==> src/rtl/ws2812b_pixel_feeder.sv <==
`default_nettype none
// ============================================================================
// Module      : ws2812b_pixel_feeder
// Description : FIFO-buffered {R,G,B} -> {G,R,B} pixel feeder with per-frame
//               latch holdoff. Optional scaling enabled by WS2812B_BRIGHTNESS_EN.
// Revision    : 1.0 - initial release
// ============================================================================
module ws2812b_pixel_feeder #(
  parameter int DEPTH          = 16,
  parameter int NUM_LEDS       = 64,
  parameter int HOLDOFF_CYCLES = 500,
  parameter int HOLD_W         = 10
) (
  input  logic                     clk,
  input  logic                     resetn,
  input  logic                     wr_en,
  input  logic [23:0]              wr_data,
  output logic                     wr_full,
  output logic [$clog2(DEPTH):0]   fifo_level,
  input  logic [7:0]               brightness,
  output logic                     bitstream_available,
  output logic [23:0]              bitstream,
  input  logic                     bitstream_read,
  output logic                     frame_done,
  output logic                     overflow,
  output logic                     underflow,
  input  logic                     clear_errors
);

  localparam int AW = $clog2(DEPTH);
  localparam int LW = AW + 1;
  localparam int CW = $clog2(NUM_LEDS + 1);

  localparam logic [0:0] ST_STREAM  = 1'b0;
  localparam logic [0:0] ST_HOLDOFF = 1'b1;

  logic [23:0]       r_mem [DEPTH];
  logic [LW-1:0]     r_wr_ptr;
  logic [LW-1:0]     r_rd_ptr;
  logic              r_wr_full;
  logic [LW-1:0]     r_fifo_level;
  logic              r_head_valid;
  logic [23:0]       r_bitstream;
  logic [CW-1:0]     r_pix_cnt;
  logic [HOLD_W-1:0] r_hold_cnt;
  logic [0:0]        r_state;
  logic              r_frame_done;
  logic              r_overflow;
  logic              r_underflow;

  logic              w_avail;
  logic              w_wr_acc;
  logic              w_consume;
  logic              w_empty;
  logic              w_pop;
  logic [LW-1:0]     w_wr_ptr_nx;
  logic [LW-1:0]     w_rd_ptr_nx;
  logic [23:0]       w_raw;
  logic [23:0]       w_fmt;
  logic              w_last_pixel;

`ifdef WS2812B_BRIGHTNESS_EN
  function automatic logic [7:0] scale(input logic [7:0] c, input logic [7:0] b);
    logic [15:0] prod;
    prod = {8'd0, c} * ({8'd0, b} + 16'd1);
    return prod[15:8];
  endfunction

  assign w_fmt = {scale(w_raw[15:8], brightness),
                  scale(w_raw[23:16], brightness),
                  scale(w_raw[7:0], brightness)};
`else
  logic w_unused_brightness;
  assign w_unused_brightness = ^brightness;
  assign w_fmt = {w_raw[15:8], w_raw[23:16], w_raw[7:0]};
`endif

  assign w_avail      = r_head_valid && (r_state == ST_STREAM);
  // Full is sampled before the pop, so a write while full is lost even if a pop happens.
  assign w_wr_acc     = wr_en && !r_wr_full;
  assign w_consume    = bitstream_read && w_avail;
  assign w_empty      = (r_wr_ptr == r_rd_ptr);
  assign w_pop        = !w_empty && (!r_head_valid || w_consume);
  assign w_wr_ptr_nx  = r_wr_ptr + LW'(w_wr_acc);
  assign w_rd_ptr_nx  = r_rd_ptr + LW'(w_pop);
  assign w_raw        = r_mem[r_rd_ptr[AW-1:0]];
  assign w_last_pixel = (r_pix_cnt == CW'(NUM_LEDS - 1));

  always_ff @(posedge clk) begin
    if (w_wr_acc) begin
      r_mem[r_wr_ptr[AW-1:0]] <= wr_data;
    end
  end

  always_ff @(posedge clk or negedge resetn) begin
    if (!resetn) begin
      r_wr_ptr     <= '0;
      r_rd_ptr     <= '0;
      r_wr_full    <= 1'b0;
      r_fifo_level <= '0;
    end else begin
      r_wr_ptr     <= w_wr_ptr_nx;
      r_rd_ptr     <= w_rd_ptr_nx;
      r_wr_full    <= (w_wr_ptr_nx[AW] != w_rd_ptr_nx[AW]) &&
                      (w_wr_ptr_nx[AW-1:0] == w_rd_ptr_nx[AW-1:0]);
      r_fifo_level <= w_wr_ptr_nx - w_rd_ptr_nx;
    end
  end

  // Head register: a consume with data behind it reloads on the same edge.
  always_ff @(posedge clk or negedge resetn) begin
    if (!resetn) begin
      r_head_valid <= 1'b0;
      r_bitstream  <= '0;
    end else if (w_pop) begin
      r_head_valid <= 1'b1;
      r_bitstream  <= w_fmt;
    end else if (w_consume) begin
      r_head_valid <= 1'b0;
    end
  end

  always_ff @(posedge clk or negedge resetn) begin
    if (!resetn) begin
      r_state      <= ST_STREAM;
      r_pix_cnt    <= '0;
      r_hold_cnt   <= '0;
      r_frame_done <= 1'b0;
    end else begin
      r_frame_done <= 1'b0;
      case (r_state)
        ST_STREAM: begin
          if (w_consume) begin
            if (w_last_pixel) begin
              r_pix_cnt    <= '0;
              r_frame_done <= 1'b1;
              r_hold_cnt   <= HOLD_W'(HOLDOFF_CYCLES - 1);
              r_state      <= ST_HOLDOFF;
            end else begin
              r_pix_cnt <= r_pix_cnt + CW'(1);
            end
          end
        end
        ST_HOLDOFF: begin
          if (r_hold_cnt == '0) begin
            r_state <= ST_STREAM;
          end else begin
            r_hold_cnt <= r_hold_cnt - HOLD_W'(1);
          end
        end
        default: r_state <= ST_STREAM;
      endcase
    end
  end

  always_ff @(posedge clk or negedge resetn) begin
    if (!resetn) begin
      r_overflow  <= 1'b0;
      r_underflow <= 1'b0;
    end else if (clear_errors) begin
      r_overflow  <= 1'b0;
      r_underflow <= 1'b0;
    end else begin
      if (wr_en && r_wr_full) begin
        r_overflow <= 1'b1;
      end
      if (bitstream_read && !w_avail) begin
        r_underflow <= 1'b1;
      end
    end
  end

  assign wr_full             = r_wr_full;
  assign fifo_level          = r_fifo_level;
  assign bitstream_available = w_avail;
  assign bitstream           = r_bitstream;
  assign frame_done          = r_frame_done;
  assign overflow            = r_overflow;
  assign underflow           = r_underflow;

endmodule
`default_nettype wire

==> config.mk <==
export PLATFORM = sky130hd
export DESIGN_NAME = ws2812b_pixel_feeder
export DESIGN_NICKNAME = d
export VERILOG_FILES = /design/src/rtl/ws2812b_pixel_feeder.sv
export SDC_FILE = /design/constraint.sdc
export NUM_CORES = 1
export LEC_CHECK = 0
export BUFFER_PORTS_ARGS = -buffer_cell sky130_fd_sc_hd__buf_2
export CORE_AREA = 2 2 200 202
export DETAILED_ROUTE_END_ITERATION = 10
export DIE_AREA = 0 0 202 204
export MAX_ROUTING_LAYER = met4
export PLACE_DENSITY_LB_ADDON = 0.1
export SKIP_LAST_GASP = 1
export SLEW_MARGIN = 40
export SYNTH_ARGS = -nofsm -noshare
export SYNTH_HDL_FRONTEND = slang
export SYNTH_SLANG_ARGS = --single-unit
==> constraint.sdc <==
create_clock -name clk -period 3.5 [get_ports clk]
set_input_delay 0.175 -clock clk [delete_from_list [all_inputs] [get_ports clk]]
set_output_delay 0.175 -clock clk [all_outputs]
set_load 0.03 [all_outputs]
==> impl_results.md <==
- Peak Freq: approximately 300 MHz
- Post-synth EDFFs: about 380
- Via/cell ratio: roughly 5.4
- Detailed placement HPWL: 19770 um
- Xor and xnor area share after synthesis: 1.409%
- Worst hold endpoint: r_wr_ptr[0]$_DFF_PN0_
- Final cell count without fillers: 1588
- Largest net degree at the start of global routing: 87
- # DRC: 0
- Worst-case hold slack: 99.83 ps
- I/O Pins: 71
- Core area: 0.03918 mm2
- Status: completed
- Max_cap viols: 0
- Gpl congestion: approximately 0.75
- Synth Warn #: 0
- FF+latch count, synth: 446
- IO buf count: 62
- Compound-Gate Fraction of Synth Area: 3.609%
- WP data required: 3950 ps
- Antenna violations before repair: 0
- DR vias: 8534
- Root Driver: clkbuf_16
- Dpl cells: 1472
- Vias in the first global route: between 8000 and 9000
- Reg2Reg Depth: 11
- Post-CTS sizing: 0
- CTS max path bufs: 3
- Max Slew Vio Count: 0
- CTS Sinks: 446
- Max_slew headroom: 43.83%
- Simple-Gate Fraction of Synth Area: 3.207%
- Worst R2R End: fifo_level[4]$_DFF_PN0_
- First-pass GRT wire length: around 55000 um
- Avg Inst Size Synth: 19.25 um2
- Worst r2r src: r_wr_ptr[0]$_DFF_PN0_
- Critical path type: flop to flop
- Mux share of post-synthesis cell area: 13.72%
- Antenna cell count: 0
- Starting Density: 44.41%
- 1st-pass router iterations: 5
- CP Capture Type: flop
- CP Data Arrival Time: 3700 ps
- Asr flop ratio synth: 13.90%
- Pleak: between 6 and 7 nW
- Antenna viol nets, final: 0
- Htree depth: 2
- Final hold vios: 0
- Post-synthesis sequential area ratio: 75.17%
- Final setup fails: 0
- Synth Flop Type: edfxtp_1
- Final Skew: 17.26 ps
- Pwr/cell area: 617.3 mW/mm2
- Fillers: 3103
- Type of the tightest min-delay check: input port to flop
- Mapped Area: 0.01740 mm2
- Hold path depth: 4
- Crit-path max FO: 9
- Cells after Synth: around 900
- Unrepaired setup endpoints after global routing: no
- Largest family of logic cells by synthesized area: multiplexers
- Area growth, synth to finish: 16.58%
- Share of layout cells above drive strength 1: 24.93%
- Clk pin slew, worst setup/hold paths: 60 ps
- 1st-iter DRT viols: 675
- Synth Area in Adders: 0.7477%
- Horiz. Die Dim: 202 um
- Global Route Usage Sum: 18.74%
- Dpl ws: 226.8 ps
- WL/cell: between 20 and 25 um
- Synth cell types: between 40 and 50
- CP Launch Type: flop
- R2R setup slack: 250 ps
- CTS Buf Count: 47
- Worst Tran Pin Value: 842.5 ps
- Die height: 204 um
- Routed Wire Length: 36280 um
- Die ar.: 0.04121 mm2
- Clk Latency, worst-skew pair: 570 ps
- GR Overflow Total: 0
- Placement Rows: 73
- Tcrit/Tclk final: 92.87%
- Peak VDD IR: ~0.38 mV
- Min Tclk post-route: 3251 ps
- Net Count, Synth: 949
- Worst setup margin: 249.5 ps
- CTS tree: yes
- Nets: 1069
- Final setup TNS: 0 ps
- Hold Path Origin: wr_en
-- kinds of logic after synthesis --
family	after synthesis
compound gates	91
xor+xnor	28
fa+ha+maj	11
buf+inv	59
flops	446
mux	142
simple gates	127
-- per-layer routing --
| metal | vias to the layer above | global-route usage [%] | part of all wire (%) |
|---|---|---|---|
| li1 | 3881 | - | - |
| met5 | - | - | 0 |
| met4 | 0 | 4.491 | 1.6 |
| met3 | 45 | 3.332 | 4.2 |
| met2 | 157 | 28.90 | 48 |
| met1 | 4451 | 26.22 | 47 |
-- metrics by stage --
| stage | cell area [um2] | util, % | power [W] |
|---|---|---|---|
| CTS | 20290 | 51.78 | 0.01269 |
| global placement | 18450 | 47.10 | 0.007776 |
| floorplan | 17400 | - | 0.007212 |
| global route | 20290 | 51.78 | 0.01303 |
| detailed placement | 18510 | 47.24 | 0.007810 |
| finish | 20290 | 51.78 | 0.01252 |
-- synthesized netlist by cell type (all sizes together), types with 3 or more instances --
master    n  area share [%]
edfxtp  384              66
mux4     72             9.5
dfrtp    62             8.9
nor2     54             1.2
mux2i    48             2.8
nand2    37            0.80
buf      30             1.5
o21ai    27            0.78
a31oi    24            0.86
a221oi   22             1.1
mux2     22             1.4
clkbuf   18            0.39
xnor2    18            0.91
inv      11            0.24
nand3    11            0.32
xor2     10            0.50
ha        8            0.58
nor3      6            0.17
a21oi     4            0.12
a22oi     4            0.17
nand2b    4            0.14
nor2b     4            0.14
maj3      3            0.17
-- cells in the final DEF (no fill, tap or decap), drive strengths merged, types with 3 or more instances in the layout --
| cell | count |
|---|---|
| a21oi | 4 |
| a221oi | 22 |
| a22oi | 4 |
| a31oi | 24 |
| buf | 91 |
| bufinv | 3 |
| clkbuf | 68 |
| clkinv | 15 |
| dfrtp | 62 |
| dlygate4sd3 | 28 |
| edfxtp | 384 |
| ha | 8 |
| inv | 12 |
| maj3 | 3 |
| mux2 | 22 |
| mux2i | 48 |
| mux4 | 72 |
| nand2 | 37 |
| nand2b | 4 |
| nand3 | 11 |
| nor2 | 54 |
| nor2b | 4 |
| nor3 | 6 |
| o21ai | 27 |
| xnor2 | 18 |
| xor2 | 10 |
-- timing repair --
item,4_1_cts,5_1_grt
buffers inserted,0,0
hold buffers,28,0
hold endpoints to repair,433,0
-- worst max-delay path: stages (launching register included) --
cell and delay [ps]:
dfrtp_1 510, xor2_1 190, nor3_1 430, a21boi_4 100, ha_1 210, ha_1 320
xnor2_1 230, ha_1 190, a21oi_1 60, maj3_1 360, maj3_1 380, xnor2_1 140
-- how the worst max path moves through the flow --
stage,cells after the start,end,startpoint
floorplan,14,fifo_level[4]$_DFF_PN0_,r_rd_ptr[0]$_DFF_PN0_
global placement,11,fifo_level[4]$_DFF_PN0_,r_wr_ptr[0]$_DFF_PN0_
detailed placement,11,fifo_level[4]$_DFF_PN0_,r_wr_ptr[0]$_DFF_PN0_
CTS,11,fifo_level[4]$_DFF_PN0_,r_wr_ptr[0]$_DFF_PN0_
global route,11,fifo_level[4]$_DFF_PN0_,r_wr_ptr[0]$_DFF_PN0_
finish,11,fifo_level[4]$_DFF_PN0_,r_wr_ptr[0]$_DFF_PN0_
-- final cells by class --
cell class	count	area, um2	area share [%]
clock buffers	68	1306	6.438
inverters	11	41.29	0.2035
multi-input cells	399	4073	20.07
clock inverters	20	192.7	0.9497
repair buffers	119	925.9	4.564
flip-flops and latches	446	13090	64.53
well taps	525	656.9	3.238
-- registers in the layout (all words and copies together), names as in the netlist, 5 cells and up --
name,count
r_pix_cnt,7
fifo_level,5
r_mem,384
r_wr_ptr,5
r_hold_cnt,10
bitstream,24
r_rd_ptr,5
-- power by group --
part           switching [W]  total (W)  internal, W
Combinational       0.000819    0.00123     0.000416
Sequential          0.000148    0.00645      0.00631
Clock                0.00201    0.00483      0.00282
Note: power is estimated with default switching activity, not from simulation.
